--- src/rtl/mips_defs.sv ---
// ---------------------------------------------------------------------------
// Module : mips_defs (package)
// Shared datapath widths, ALU select encodings and the MEM/WB control bundle.
// Rev    : 1.0
// ---------------------------------------------------------------------------
`default_nettype none

package mips_defs;

    localparam int DW = 32;
    localparam int RW = 5;

    typedef enum logic [3:0] {
        ALU_AND = 4'd0,
        ALU_OR  = 4'd1,
        ALU_ADD = 4'd2,
        ALU_SUB = 4'd6
    } alu_sel_e;

    // Control bits carried from EX into MEM/WB.
    typedef struct packed {
        logic reg_write;
        logic mem_to_reg;
        logic mem_read;
        logic mem_write;
        logic branch;
    } ctl_t;

    localparam ctl_t CTL_NOP = '0;

    // A bundle belonging to a non-instruction must never assert anything.
    function automatic ctl_t ctl_qualify(input ctl_t c, input logic v);
        return v ? c : CTL_NOP;
    endfunction

endpackage

`default_nettype wire

--- src/rtl/ex_mem_reg_branch_adder.sv ---
// ---------------------------------------------------------------------------
// Module : branch_adder
// Branch target = pc_plus4 + (imm << 2), wrapping at W bits.
// Rev    : 1.0
// ---------------------------------------------------------------------------
`default_nettype none

module branch_adder #(
    parameter int W = 32
) (
    input  logic [W-1:0] pc_plus4,
    input  logic [W-1:0] imm,
    output logic [W-1:0] target
);

    logic [W-1:0] imm_x4;

    assign imm_x4 = imm << 2;
    assign target = pc_plus4 + imm_x4;

endmodule

`default_nettype wire

--- src/rtl/ex_mem_reg.sv ---
// ---------------------------------------------------------------------------
// Module : ex_mem_reg
// EX/MEM pipeline register with stall/flush and MEM-stage branch resolution.
// Optional BNE support is enabled by defining EX_MEM_BNE_EN.
// Rev    : 1.0
// ---------------------------------------------------------------------------
`default_nettype none

module ex_mem_reg #(
    parameter int DW = mips_defs::DW,
    parameter int RW = mips_defs::RW
) (
    input  logic          clk,
    input  logic          rst,
    input  logic          stall,
    input  logic          flush,
    input  logic          valid_i,
    input  logic [DW-1:0] alu_res_i,
    input  logic          zero_i,
    input  logic [DW-1:0] rt_data_i,
    input  logic [DW-1:0] pc_plus4_i,
    input  logic [DW-1:0] imm_i,
    input  logic [RW-1:0] wr_reg_i,
    input  logic          reg_write_i,
    input  logic          mem_read_i,
    input  logic          mem_write_i,
    input  logic          mem_to_reg_i,
    input  logic          branch_i,
`ifdef EX_MEM_BNE_EN
    input  logic          branch_ne_i,
`endif
    output logic          valid_o,
    output logic [DW-1:0] alu_res_o,
    output logic [DW-1:0] rt_data_o,
    output logic [DW-1:0] br_target_o,
    output logic          zero_o,
    output logic [RW-1:0] wr_reg_o,
    output logic          reg_write_o,
    output logic          mem_read_o,
    output logic          mem_write_o,
    output logic          mem_to_reg_o,
    output logic          pc_src
);

    import mips_defs::*;

    ctl_t          ctl_in;
    ctl_t          ctl_q;
    ctl_t          ctl_out;
    logic          valid_q;
    logic          zero_q;
    logic [DW-1:0] alu_q;
    logic [DW-1:0] rt_q;
    logic [DW-1:0] br_q;
    logic [DW-1:0] br_sum;
    logic [RW-1:0] wr_q;

    always_comb begin
        ctl_in            = CTL_NOP;
        ctl_in.reg_write  = reg_write_i;
        ctl_in.mem_to_reg = mem_to_reg_i;
        ctl_in.mem_read   = mem_read_i;
        ctl_in.mem_write  = mem_write_i;
        ctl_in.branch     = branch_i;
    end

    branch_adder #(
        .W (DW)
    ) u_branch_adder (
        .pc_plus4 (pc_plus4_i),
        .imm      (imm_i),
        .target   (br_sum)
    );

    // Flush outranks stall so the hazard unit can kill a held instruction.
    always_ff @(posedge clk or posedge rst) begin
        if (rst) begin
            valid_q <= 1'b0;
            ctl_q   <= CTL_NOP;
            zero_q  <= 1'b0;
            alu_q   <= '0;
            rt_q    <= '0;
            br_q    <= '0;
            wr_q    <= '0;
        end else if (flush) begin
            valid_q <= 1'b0;
            ctl_q   <= CTL_NOP;
            zero_q  <= 1'b0;
            alu_q   <= '0;
            rt_q    <= '0;
            br_q    <= '0;
            wr_q    <= '0;
        end else if (!stall) begin
            valid_q <= valid_i;
            ctl_q   <= ctl_qualify(ctl_in, valid_i);
            zero_q  <= zero_i;
            alu_q   <= alu_res_i;
            rt_q    <= rt_data_i;
            br_q    <= br_sum;
            wr_q    <= wr_reg_i;
        end
    end

`ifdef EX_MEM_BNE_EN
    logic bne_q;

    always_ff @(posedge clk or posedge rst) begin
        if (rst) begin
            bne_q <= 1'b0;
        end else if (flush) begin
            bne_q <= 1'b0;
        end else if (!stall) begin
            bne_q <= branch_ne_i & valid_i;
        end
    end

    assign pc_src = valid_q & ((ctl_q.branch & zero_q) | (bne_q & ~zero_q));
`else
    assign pc_src = valid_q & ctl_q.branch & zero_q;
`endif

    assign ctl_out      = ctl_qualify(ctl_q, valid_q);
    assign valid_o      = valid_q;
    assign alu_res_o    = alu_q;
    assign rt_data_o    = rt_q;
    assign br_target_o  = br_q;
    assign zero_o       = zero_q;
    assign wr_reg_o     = wr_q;
    assign reg_write_o  = ctl_out.reg_write;
    assign mem_read_o   = ctl_out.mem_read;
    assign mem_write_o  = ctl_out.mem_write;
    assign mem_to_reg_o = ctl_out.mem_to_reg;

endmodule

`default_nettype wire
--- config.mk ---
export PLATFORM = sky130hd
export DESIGN_NAME = ex_mem_reg
export DESIGN_NICKNAME = d
export VERILOG_FILES = /design/src/rtl/mips_defs.sv /design/src/rtl/ex_mem_reg_branch_adder.sv /design/src/rtl/ex_mem_reg.sv
export SDC_FILE = /design/constraint.sdc
export NUM_CORES = 1
export LEC_CHECK = 0
export CORE_MARGIN = 8
export CORE_UTILIZATION = 30
export DETAILED_ROUTE_END_ITERATION = 8
export GPL_ROUTABILITY_DRIVEN = 1
export GPL_TIMING_DRIVEN = 0
export PLACE_DENSITY = 0.57
export SLEW_MARGIN = 20
export SYNTH_ARGS = -nofsm -noshare
export SYNTH_HDL_FRONTEND = slang
export SYNTH_SLANG_ARGS = --single-unit
--- constraint.sdc ---
create_clock -name clk -period 10.15 [get_ports clk]
set_input_delay 2.03 -clock clk [delete_from_list [all_inputs] [get_ports clk]]
set_output_delay 2.03 -clock clk [all_outputs]
set_load 0.02 [all_outputs]
# After elaboration in Yosys (flattened, before gate mapping)
# Index checks and enable logic that the tools add are counted.
[totals]
ff_bits = 108
input_bits = 144
output_inout_bits = 108
elab_cells = 31
[classes]
mux = 16
n_addsub = 1
eq_ne = 1
n_bitwise = 2
[ops]
columns = ["op", "n"]
rows = [
  ["32-bit two-way mux", 6],
  ["32-bit adder", 1],
  ["5-bit two-way mux", 6],
  ["1-bit two-way mux", 4],
  ["1-bit AND", 2],
  ["2-bit by 1-bit != test with 1-bit output (second input constant)", 1],
]

# Logic depth before layout (Yosys ltp)
# Gate-level depths: netlist of the first run.
[logic_depth]
ltp_word = 3
depth_mapped = 10
depth_no_buf = 10

# Modules after synthesis
# From an unflattened synthesis of the first run, not the netlist that was laid out.
[hier_totals]
cells_unflattened = 597
area_unflattened_um2 = 6204.7
[by_module_without_submodules]
columns = ["module", "seq_area_each_um2", "cells_each", "instances", "area_per_inst_um2"]
rows = [
  ["ex_mem_reg", 2702.6, 360, 1, 4440.5],
  ["branch_adder", 0.0, 237, 1, 1764.2],
]

# Worst setup path before layout of the first run
# OpenSTA, ideal clock, no wires.
[synth_path]
path_kind = "in2reg"
startpoint = "input pc_plus4_i[6]"
endpoint = "register br_q[25] (netlist: br_target_o[25])"
setup_time_ns = 0.126
required_ns = 10.024
path_buffers = 0
t_arrival_ns = 3.989
slack_ns = 6.035
path_stages = 8
path_cell_list = "ha_1 a21o_1 a31o_1 or2_4 a311o_1 a41o_1 a2111oi_4 nor3_2"
[synth_via]
elab_chain_cells = 3
[synth_lines]
columns = ["element", "line_no", "source"]
rows = [
  ["start: declaration", "ex_mem_reg.sv:21", "input logic [DW-1:0] pc_plus4_i,"],
  ["32-bit adder", "ex_mem_reg_branch_adder.sv:19", "assign target = pc_plus4 + imm_x4;"],
  ["32-bit two-way mux", "ex_mem_reg.sv:93", "end else if (!stall) begin"],
  ["32-bit two-way mux", "ex_mem_reg.sv:85", "end else if (flush) begin"],
  ["end signal: assignment", "ex_mem_reg.sv:99", "br_q <= br_sum;"],
  ["end: declaration", "ex_mem_reg.sv:54", "logic [DW-1:0] br_q;"],
]
# No other way between the ends. The select of a mux whose other input is x is not followed.
# A chain may end at the register's enable or synchronous reset.

# Worst setup path in the final report of the first run
[layout_path]
startpoint = "input pc_plus4_i[2]"
endpoint = "register br_q[28] (netlist: br_target_o[28])"
# Same word-level chain as after synthesis.

==> results of run 1 <==
==> cell usage after synthesis, types with 3 or more instances <==
cell type and count:
nor2_1 114, dfrtp_1 108, mux2i_1 78, a21oi_1 44
nand2_1 43, o21ai_0 30, ha_1 29, clkbuf_1 24
buf_1 13, xor2_1 12, inv_1 11, nand3_1 11
xnor2_1 11, and3_1 7, a21o_1 6, nand4_1 6
nor3_1 6, and2_1 5, nor2b_1 5, a21boi_0 3
a221oi_1 3, a31oi_1 3, o21a_1 3
==> logic make-up after synthesis <==
kind of cell,after synthesis
and+or+nand+nor,208
adders and majority gates,30
DFF,108
xor gates and xnor gates,23
buffers and inverters,48
muxes,78
AOI/OAI and AO/OA,114
==> metrics by stage <==
step	instances	hold WS, ns	setup slack, ns
4_1_cts	1139	0.4890	5.652
3_5_place_dp	1123	0.4707	5.265
2_1_floorplan	609	0.4726	5.274
3_3_place_gp	1122	0.4662	3.289
6_report	1139	0.4852	5.652
5_1_grt	1139	0.5142	5.527
==> state kept, by name (all words and copies together), names as in the netlist <==
name	cells
alu_res_o	32
br_target_o	32
rt_data_o	32
ctl_q	5
wr_reg_o	5
valid_o	1
zero_o	1
==> final cells by class <==
type	instances	share of cell area [%]
clock buffer	10	2.652
inverter	11	0.5137
timing repair buffer	249	27.85
clock inverter	6	0.6942
multi-input combinational	453	33.08
tap	265	3.679
buffer	37	1.541
sequential	108	29.99
==> metal layers <==
layer  GRT usage, %  part of all wire [%]  vias up
met1          20.23                    45     2495
met2          25.32                    46      170
met5              0                     0        -
met3          5.180                   8.2       15
met4          3.373                   1.1        0
li1               -                     -     2640
==> report_power, final <==
group	switching (mW)	internal, mW	leakage [nW]	total (mW)
logic	0.173	0.165	2.43	0.338
clock network	0.181	0.181	0.149	0.362
registers	0.0158	0.459	1.44	0.475
total	0.370	0.805	4.02	1.18
==> worst min-delay path, stage by stage (launching register included) <==
cell	delay, ns
dfrtp_1	0.35
nand2_1	0.04
o21ai_0	0.06
==> cells in the final DEF (no fill, tap or decap), drive strengths merged, types with 3 or more instances in the layout <==
master,n
o21a,3
nor2b,5
a21boi,3
and2,5
ha,29
nor2,114
and3,7
o21ai,30
nand4,6
dfrtp,108
a221oi,3
clkdlybuf4s50,248
or2,3
xnor2,11
mux2i,78
nand2,43
a21o,6
a31oi,3
xor2,12
clkbuf,34
nor3,7
nand3,11
a21oi,44
inv,15
buf,14
==> final timing paths <==
kind | depth (start not counted) | from | to
setup / recovery | 11 | pc_plus4_i[2] | br_target_o[28]
hold / removal | 2 | br_target_o[17] | br_target_o[17]
setup reg to reg | 4 | br_target_o[29] | br_target_o[29]
hold reg to reg | 2 | br_target_o[17] | br_target_o[17]
max in group asynchronous | 3 | rst | br_target_o[22]
min in group asynchronous | 2 | rst | alu_res_o[8]
==> results.ini, run 1 <==
[routing]
wirelength_um = 19730
ant_nets = 0
wl_per_cell_um = 17.32
drc = 0
routed_via_density = 4.671
via_count = 5320
first_iter_violations = 205
dr.pass1.iters = 4

[sta]
tightest_slew_ns = 0.8835
fmax_mhz = 222.3
setup_tns_ns = 0
period_share_pct = 44.31
slew_viol_final = 0
skew_ns = 0
maxSlewHeadroom_pct = 41.10
hold_viol = 0
setup_viol = 0
rsz0062_at_grt = no
fin_crit_ns = 4.498

[grt]
grt_pass1_wl_um = 30150
grt_usage_pct = 15.76
grt-ovfl-total = 0
grt_max_degree = 57
grt_pass1_vias = 5330
antenna_found_initial = 0

[critical_path]
crit_fanout = 3
path_class = in -> reg
crit_chain = clkdlybuf4s50_1 > ha_1 > inv_1 > fa_1 > nor2b_1 > o2111ai_1 > a21boi_0 > a21oi_1 > o31ai_1 > xnor2_1 > o21ai_0
worst-r2r-setup-slack_ns = 9.18
cpPeakStageDelay_ns = 0.46
cp.arrival_ns = 4.73
worstPathRequired_ns = 10.38
cp_top_family = compound AO/OA/AOI/OAI gates
cp-end-kind = flop
start_kind = primary input
crit_buf_inv = 2
crit_slowest_cell = clkdlybuf4s50_1

[pwr]
ir_drop_uv = 90.98
powerDensity_nw_per_um2 = 130.4
totalPowerFinal_mw = 1.176
power_leakage_nw = 4.017

[clock_network]
post_cts_buffers = 0
cts_tree = done
h-tree-depth = 3
ctsResizeCount = 0
numCtsBuffers = 9
insertion_delay_ns = 0.34
root_buffer = clkbuf_16
cts_hold_buffers = 0
clock_sinks = 108
cts.path.max_buffers = 2
path_clk_slew_ns = 0.09

[synth]
yosysSeqAreaShare_pct = 46.08
synth-compound-area-share_pct = 12.12
syn_nets = 783
synth_seq_cells = 108
async_reset_ff_share_pct = 100.0
synthesis.instances = 609
synth_area_leaders = dfrtp_1, mux2i_1, nor2_1
ys_types = 51
synth-main-ff-cell = dfrtp_1
netlist.area_leader.share_pct = 46.08
synth_edf_count = 0
synth_top_family_by_area = simple AND/OR/NAND/NOR gates
syn_avg_cell_area_um2 = 9.630
synthesis.area_um2 = 5864
yosys_warnings = 0
synth_adder_area_share_pct = 6.529
synth-simple-area-share_pct = 15.45
synth_xor_area_share_pct = 3.435
synth_mux_area_share_pct = 13.31
yosys.area.top_type = dfrtp_1

[placement]
dpl_cell_area_um2 = 8711
port_buffers = 248
dp_hpwl_um = 15460
gp_congestion = 0.7925

[floorplan]
die_y_um = 155.8
io_pins = 252
row_count = 51
start_util_pct = 30.33
die_w_um = 155.8
die_area_um2 = 24280
floorplan.core_area_um2 = 19330

[finish]
multi_input_comb_area_um2 = 2982
drive_gt1_share_pct = 2.746
fillCellCount = 1906
syn_to_final_growth_pct = 53.68
regArea_um2 = 2703
antennaDiodeCount = 0
fin_util_pct = 46.61
fin_nets = 1043
design_area_um2 = 9012

[worst_hold_path]
hold_class = reg -> reg

[job]
drv_cap = 0

[outcome]
outcome = finished clean

No activity file was read; power rests on OpenSTA's default activity.
==> run 2: changes to the inputs <==
==> constraint.sdc (replaced) <==
create_clock -name clk -period 4.4 [get_ports clk]
set_input_delay 0.88 -clock clk [delete_from_list [all_inputs] [get_ports clk]]
set_output_delay 0.88 -clock clk [all_outputs]
set_load 0.02 [all_outputs]
==> results of run 2 <==
Same layout as run 1 (identical final DEF). Status: finished clean.
Among the figures that moved: setup slack after placement 5.265 ns -> 0.6648 ns; setup slack after layout 5.652 ns -> 1.052 ns; register-to-register setup slack 9.18 ns -> 3.43 ns; total power 1.176 mW -> 2.712 mW; worst IR drop on VDD 90.98 uV -> 209.9 uV
==> run 3: changes to the inputs <==
==> constraint.sdc (replaced) <==
create_clock -name clk -period 3.1 [get_ports clk]
set_input_delay 0.62 -clock clk [delete_from_list [all_inputs] [get_ports clk]]
set_output_delay 0.62 -clock clk [all_outputs]
set_load 0.02 [all_outputs]
==> results.ini, run 3 (synthesis results as in run 1) <==
[outcome]
outcome = finished clean  ; unchanged

[critical_path]
path_class = in -> reg  ; unchanged
crit_chain = clkdlybuf4s50_1 > ha_1 > a21o_1 > a31o_1 > or2_4 > a311o_1 > a41o_1 > a2111oi_4 > nor3_2  ; was clkdlybuf4s50_1 > ha_1 > inv_1 > fa_1 > nor2b_1 > o2111ai_1 > a21boi_0 > a21oi_1 > o31ai_1 > xnor2_1 > o21ai_0
r2r-start = br_target_o[29]  ; unchanged
cpPeakStageDelay_ns = 0.41  ; was 0.46 ns
start_kind = primary input  ; unchanged
crit_slowest_cell = clkdlybuf4s50_1  ; unchanged
r2r_cells = 4  ; unchanged
crit_fanout = 5  ; was 3
r2r_end = br_target_o[29]  ; unchanged
worstPathRequired_ns = 3.34  ; was 4.63 ns
worst-r2r-setup-slack_ns = 2.14  ; was 3.43 ns
cp.arrival_ns = 3.21  ; was 3.58 ns
cp-end-kind = flop  ; unchanged

[finish]
antennaDiodeCount = 0  ; unchanged
multi_input_comb_area_um2 = 2982  ; unchanged
fin_nets = 1046  ; was 1,043
layout_common_cells = clkdlybuf4s50_1, nor2_1, dfrtp_1  ; unchanged
syn_to_final_growth_pct = 54.58  ; was 53.68%
drive_gt1_share_pct = 3.425  ; was 2.746%
final_cells = 1141  ; was 1,139
fillCellCount = 1922  ; was 1,906
final_common_cell = clkdlybuf4s50_1  ; unchanged
regArea_um2 = 2703  ; unchanged

[clock_network]
root_buffer = clkbuf_16  ; unchanged
path_clk_slew_ns = 0.08  ; was 0.09 ns
cts_hold_buffers = 0  ; unchanged
clock_sinks = 108  ; unchanged
cts.path.max_buffers = 2  ; unchanged
numCtsBuffers = 9  ; unchanged
cts_tree = done  ; unchanged
insertion_delay_ns = 0.36  ; was 0.34 ns
h-tree-depth = 3  ; unchanged

[sta]
period_share_pct = 95.69
maxSlewHeadroom_pct = 45.03  ; was 41.10%
rsz0062_at_grt = no  ; unchanged
setup_tns_ns = 0  ; unchanged
fmax_mhz = 337.1
tightest_slew_ns = 0.8246  ; was 0.8835 ns
setup_viol = 0  ; unchanged
fin_crit_ns = 2.966
slew_viol_final = 0  ; unchanged
hold_viol = 0  ; unchanged
skew_ns = 0  ; unchanged

[pwr]
pwr-share-comb_pct = 29.3  ; was 28.8%
seq_power_share_pct = 40.7  ; was 40.4%
power_leakage_nw = 4.048  ; was 4.017 nW
ir_drop_uv = 239.7  ; was 209.9 uV
powerDensity_nw_per_um2 = 421.0  ; was 300.9 nW/um2
p_sw_share_pct = 31.52  ; was 31.51%
p_clk_share_pct = 29.9  ; was 30.8%
p_int_mw = 2.613  ; was 1.857 mW
switchingPower_mw = 1.203  ; was 854.5 uW

[floorplan]
row_count = 51  ; unchanged
io_pins = 252  ; unchanged
die_w_um = 155.8  ; unchanged
die_area_um2 = 24280  ; unchanged
floorplan.core_area_um2 = 19330  ; unchanged
start_util_pct = 30.33  ; unchanged
die_y_um = 155.8  ; unchanged

[routing]
wl_met1_um = 8516  ; was 8798 um
wl_met2_um = 9200  ; was 9090 um
first_iter_violations = 251  ; was 205
wirelength_um = 19690  ; was 19,730 um
via_count = 5354  ; was 5,320
drc = 0  ; unchanged
route.met3.wl_um = 1596  ; was 1614 um
dr.pass1.iters = 4  ; unchanged
ant_nets = 0  ; unchanged
routed_via_density = 4.692  ; was 4.671
top_layer_used = met4  ; unchanged
wl_per_cell_um = 17.26  ; was 17.32 um

[worst_hold_path]
min-delay-start = br_target_o[11]  ; was br_target_o[17]
min_to = br_target_o[11]  ; was br_target_o[17]
min_path_cells = 2  ; unchanged
hold_class = reg -> reg  ; unchanged

[job]
drv_cap = 0  ; unchanged

[grt]
grt_max_degree = 32  ; was 57
antenna_found_initial = 0  ; unchanged
grt_pass1_vias = 5541  ; was 5,330
grt-ovfl-total = 0  ; unchanged
grt_usage_pct = 16.10  ; was 15.76%
grt_pass1_wl_um = 30700  ; was 30,150 um

[placement]
dp_hpwl_um = 15630  ; was 15,460 um
port_buffers = 248  ; unchanged
gp_congestion = 0.8159  ; was 0.7925
dp_cells = 1126  ; was 1,123

[run 3: cell count changes in the layout (fill, tap and decap cells not counted), moves of 2 or more]
cell | before | now
inv_6 | 4 | 1
buf_1 | 13 | 9
buf_12 | 0 | 2
clkinv_4 | 1 | 3
clkbuf_2 | 0 | 4
[run 3: worst max path at each step]
| stage | from | to | cells after the start |
|---|---|---|---|
| 2_1_floorplan | pc_plus4_i[6] | br_target_o[25] | 8 |
| 3_3_place_gp | pc_plus4_i[2] | br_target_o[28] | 11 |
| 3_5_place_dp | imm_i[0] | br_target_o[28] | 11 |
| 4_1_cts | imm_i[0] | br_target_o[28] | 11 |
| 5_1_grt | pc_plus4_i[10] | br_target_o[31] | 10 |
| 6_report | pc_plus4_i[6] | br_target_o[25] | 9 |
[run 3: through the flow]
| step | power [mW] | setup slack [ns] | util, % | hold WS (ns) | area, um2 |
|---|---|---|---|---|---|
| finish | 3.816 | 0.1335 | 46.88 | 0.4803 | 9065 |
| global route | 4.027 | 0.003412 | 46.88 | 0.5160 | 9065 |
| CTS | 3.883 | 0.05289 | 46.86 | 0.4895 | 9060 |
| detailed placement | 2.714 | -0.3368 | 45.40 | 0.4726 | 8777 |
| global placement | 2.695 | -0.3225 | 44.90 | 0.4660 | 8682 |
| floorplan | 2.164 | 0.3950 | - | 0.4726 | 5868 |
[run 3: final cells by class]
type,count,share of cell area [%]
Inverter,11,0.4969
Buffer,37,1.587
Clock inverter,6,0.6349
Multi-Input combinational cell,453,32.89
Clock buffer,9,2.484
Timing Repair Buffer,252,28.43
Sequential cell,108,29.81
Tap cell,265,3.658
[run 3: power groups by stage]
stage | combinational [mW] | clock (mW) | sequential, mW
global placement | 1.11 | 0 | 1.58
detailed placement | 1.13 | 0 | 1.58
floorplan | 0.465 | 0 | 1.70
finish | 1.12 | 1.14 | 1.55
global route | 1.22 | 1.23 | 1.57
CTS | 1.14 | 1.19 | 1.56
[run 3: critical path: cells and delay by family]
family,cells,cell delay [ns]
AOI/OAI and AO/OA,5,1.48
buffers and inverters,1,0.41
adders and majority gates,1,0.36
and+or+nand+nor,2,0.34
[run 3: timing repair]
action	in CTS	in global routing
resized for setup	0	5
setup endpoints to repair	0	42
setup buffers	0	0
[run 3: per-layer routing]
layer,GRT usage [%],vias up
met3,5.346,22
met5,0,-
met1,19.98,2519
met4,5.591,0
li1,-,2640
met2,25.67,173
